File: config.mk
export PLATFORM = sky130hd
export DESIGN_NAME = alu
export DESIGN_NICKNAME = d
export VERILOG_FILES = /design/src/rtl/alu_pkg.sv /design/src/rtl/alu_core.sv /design/src/rtl/alu.sv
export SDC_FILE = /design/constraint.sdc
export NUM_CORES = 1
export LEC_CHECK = 0
export CAP_MARGIN = 10
export CORE_UTILIZATION = 55
export CTS_CLUSTER_DIAMETER = 200
export DETAILED_ROUTE_END_ITERATION = 16
export PLACE_DENSITY = 0.83
export SYNTH_ARGS = -nofsm -noshare
export SYNTH_HDL_FRONTEND = slang
export SYNTH_SLANG_ARGS = --single-unit
File: constraint.sdc
create_clock -name clk -period 5.11 [get_ports clk]
set_clock_uncertainty 0.05 [all_clocks]
set_input_delay 1.2775 -clock clk [delete_from_list [all_inputs] [get_ports clk]]
set_output_delay 1.2775 -clock clk [all_outputs]
set_load 0.005 [all_outputs]
File: src/rtl/alu_pkg.sv
// Shared definitions for the MIPS-style ALU: word width, bench clock period
// and the ALU-control op-code encoding.
package alu_pkg;

    localparam int WORD  = 32;
    localparam int CYCLE = 10;

    typedef enum logic [3:0] {
        ALU_AND = 4'b0000,
        ALU_OR  = 4'b0001,
        ALU_ADD = 4'b0010,
        ALU_SUB = 4'b0110,
        ALU_SLT = 4'b0111,
        ALU_NOR = 4'b1100
    } alu_op_e;

endpackage

File: src/rtl/alu_core.sv
// Combinational op decode and datapath: (A, B, op) -> result.
// Unlisted op codes produce zero.
module alu_core
    import alu_pkg::*;
#(
    parameter int WIDTH = WORD
) (
    input  logic [WIDTH-1:0] A,
    input  logic [WIDTH-1:0] B,
    input  logic [3:0]       ALU_control,
    output logic [WIDTH-1:0] result
);

    logic less_than;

    assign less_than = ($signed(A) < $signed(B));

    always_comb begin
        // NOTE: default first so every path assigns result and no latch is inferred.
        result = '0;
        case (ALU_control)
            ALU_AND: result = A & B;
            ALU_OR:  result = A | B;
            ALU_ADD: result = A + B;
            ALU_SUB: result = A - B;
            ALU_SLT: result = {{(WIDTH-1){1'b0}}, less_than};
            ALU_NOR: result = ~(A | B);
            default: result = '0;
        endcase
    end

endmodule

File: src/rtl/alu.sv
// MIPS-style ALU with a registered result (one-cycle latency) and a zero flag
// decoded from the result register.
module alu
    import alu_pkg::*;
#(
    parameter int WIDTH = WORD
) (
    input  logic             clk,
    input  logic             reset,
    input  logic [WIDTH-1:0] A,
    input  logic [WIDTH-1:0] B,
    input  logic [3:0]       ALU_control,
    output logic [WIDTH-1:0] ALUresult,
    output logic             zero
);

    logic [WIDTH-1:0] core_result;

    alu_core #(.WIDTH(WIDTH)) u_core (
        .A           (A),
        .B           (B),
        .ALU_control (ALU_control),
        .result      (core_result)
    );

    // Reset is synchronous and wins over whatever op is presented at the same edge.
    always_ff @(posedge clk) begin
        // NOTE: non-blocking assignment for registered state avoids simulation races.
        if (reset) ALUresult <= '0;
        else       ALUresult <= core_result;
    end

    assign zero = ~|ALUresult;

endmodule

==> flow_metrics.env <==
export IMPL_drcViolationCount=0
export IMPL_max_clock_path_buffers=2
export IMPL_timing_final_crit_share=0.922
export IMPL_ys_seq_area_frac=0.109
export IMPL_ys_seq_elements=32
export IMPL_largest_reg_flops=32
export IMPL_crit_buf_inv=4
export IMPL_arrival_ns=4.79
export IMPL_nNetsFinal=1089
export IMPL_drt_total_wl_um=20300
export IMPL_fill_cells=892
export IMPL_synth_area_leader_cell="ha_1"
export IMPL_ys_flop_type="dfxtp_1"
export IMPL_post_dp_hpwl_um=15600
export IMPL_drv_cap=0
export IMPL_cp_depth=13
export IMPL_rsz0062_at_grt="false"
export IMPL_tightestPinTransition_ns=0.790
export IMPL_cts_buffers=5
export IMPL_finalMaxSlewViolations=0
export IMPL_power_density_nw_per_um2=155
export IMPL_drt_iter0_drc=791
export IMPL_startpoint="A[12]"
export IMPL_hold_class="input pin to flip-flop"
export IMPL_drive_gt1_frac=0.0600
export IMPL_cts_root_buf="clkbuf_8"
export IMPL_fin_crit_ns=4.71
export IMPL_avgRoutedWirePerCell_um=19.2
export IMPL_crit_path_end="ALUresult[22]"
export IMPL_slew_headroom=0.472
export IMPL_dieArea_um2=11100
export IMPL_grt_pass1_wl_um=32600
export IMPL_endpoint_kind="flip-flop"
export IMPL_setup_ws_ns=0.399
export IMPL_timing_fmax_mhz=212
export IMPL_ctsHoldBuffers=0
export IMPL_port_buffers=102
export IMPL_cts_htree_levels=2
export IMPL_syn_area_per_cell_um2=7.06
export IMPL_cp_start_kind="input pin"
export IMPL_worstPathCellList="clkdlybuf4s50_1, inv_1, ha_1, clkinv_1, buf_4, o31ai_1, a221oi_1, or2_2, o211ai_1, nand3_1, and2_1, a2111oi_0, nor3_1"
export IMPL_antenna_cells=0
export IMPL_finalHoldViolations=0
export IMPL_synth_edf_count=0
export IMPL_grt_antenna_before_repair=0
export IMPL_ios=103
export IMPL_syn2layout_area_growth_pct=21.6
export IMPL_critPathRequiredTime_ns=5.19
export IMPL_largestRegisters="ALUresult: 32 flops"
export IMPL_async_reset_ff_frac=0
export IMPL_status="complete, no violations"
export IMPL_netlist_top_cells_area="ha_1 (21%), dfxtp_1 (11%), a21oi_1 (8.2%), inv_1 (6.0%), nor2_1 (5.3%)"
export IMPL_critPathTopFamily="compound AO/OA/AOI/OAI gates"
export IMPL_top_register="ALUresult"
export IMPL_via_count=6903
export IMPL_start_util=0.570
export IMPL_synth_fp_nets=1006
export IMPL_syn_cell_area_um2=5880
export IMPL_dp_slack_ns=0.261
export IMPL_fin_total_pwr_w=0.00111
export IMPL_cts_sinks=32
export IMPL_final_antenna_net_count=0
export IMPL_report_final_setup_viol=0
export IMPL_post_cts_resized=0
export IMPL_worstPathMaxFanout=10
export IMPL_slowest_stage="clkdlybuf4s50_1"
export IMPL_gp_congestion=0.958
export IMPL_coreArea_um2=10300
export IMPL_cp_slowest_stage_delay_ns=0.53
export IMPL_overflow=0
export IMPL_clk_pin_slew_ns=0.07
export IMPL_synth_common_cells="ha_1 (101), a21oi_1 (96), inv_1 (94)"
export IMPL_dr_pass1_iters=5
export IMPL_grt_max_degree=32
export IMPL_tritoncts="built"
export IMPL_design_area_um2=7150
export IMPL_tns_ns=0
export IMPL_die_x_um=105
export IMPL_grt_pass1_vias=6461
export IMPL_peakVddDrop_mv=0.0947
export IMPL_leakage_nw=3.10
export IMPL_num_rows=37
export IMPL_synthCells=833
export IMPL_synth_cell_type_count=73
export IMPL_post_cts_buffers=0
export IMPL_yosys_warnings=0
export IMPL_path_class="input pin to flip-flop"
export IMPL_dieHeight_um=105
export IMPL_synth_top_cell_area_share=0.215
export IMPL_viasPerCell=6.56
export IMPL_placed_cell_area_um2=7060
export IMPL_grt_usage=0.362
export IMPL_synth_most_common_cell="ha_1"
cell families after synthesis:
kind of cell,Yosys count,share of synthesized area
compound gates,313,0.367
simple gates,228,0.186
buf+inv,143,0.0943
fa+ha+maj,103,0.222
flops,32,0.109
xor+xnor,11,0.0164
mux,3,0.00532
worst min-delay path by stage:
stage / endpoint / cells after the start / start
after global routing: ALUresult[30] / 3 / reset
after CTS: ALUresult[0] / 3 / reset
after floorplan: ALUresult[10] / 0 / ALUresult[10]
after global placement: ALUresult[2] / 1 / ALUresult[2]
final: ALUresult[30] / 3 / reset
after detailed placement: ALUresult[2] / 1 / ALUresult[2]
worst min-delay path, stage by stage:
cell and delay, ns:
clkdlybuf4s50_1 0.46, o21bai_4 0.31, a21oi_1 0.06
per-layer routing:
| metal | GRT usage | share of wire |
|---|---|---|
| met2 | 0.580 | 0.45 |
| met4 | 0.109 | 0.021 |
| met1 | 0.507 | 0.43 |
| met3 | 0.0390 | 0.10 |
| met5 | 0 | 0 |
layout by cell type, fill, tap and decap left out, drive strengths merged, types with 4 or more instances in the layout:
cell type      Yosys  routed
nor3              19      19
clkbuf            39       8
or3                5       5
buf                8      21
o31ai             10      10
or2                5       5
a21oi             96      96
o22ai             10      10
nand3             19      19
clkdlybuf4s50      0     102
a2111oi            4       4
a21o              14      14
o21bai            11      11
a221o             12      12
nand2             39      39
o32ai              4       4
a221oi            33      33
ha               101     101
o211ai             9       9
dfxtp             32      32
nor4              22      22
o221ai             5       5
nand4              7       7
xnor2              9       9
o21a               4       4
a31oi             10      10
nor2b             11      11
inv               95      95
nand2b             5       5
a211oi            13      13
nor2              83      83
o21ai             51      51
area by class of cell:
type	instances	area [um2]	share of cell area
Multi-Input combinational cell	658	4710	0.659
Timing Repair Buffer	123	1180	0.165
Sequential cell	32	641	0.0896
Inverter	96	360	0.0504
Tap cell	136	170	0.0238
Clock buffer	8	90.1	0.0126
power breakdown:
part | internal [W] | total [W] | switching [W] | leakage [nW]
registers | 0.000258 | 0.000264 | 0.00000636 | 0.259
clock network | 0.000110 | 0.000210 | 0.0000998 | 0.0455
logic | 0.000262 | 0.000635 | 0.000373 | 2.80
total | 0.000630 | 0.00111 | 0.000479 | 3.10
metrics by stage:
step,hold WS [ns],util,cells
after global routing,1.86,0.693,1053
after detailed placement,1.95,0.684,1045
after floorplan,1.52,-,833
after global placement,1.95,0.684,1045
final,1.83,0.693,1053
after CTS,1.83,0.693,1053
(Power assumes the default switching activity.)
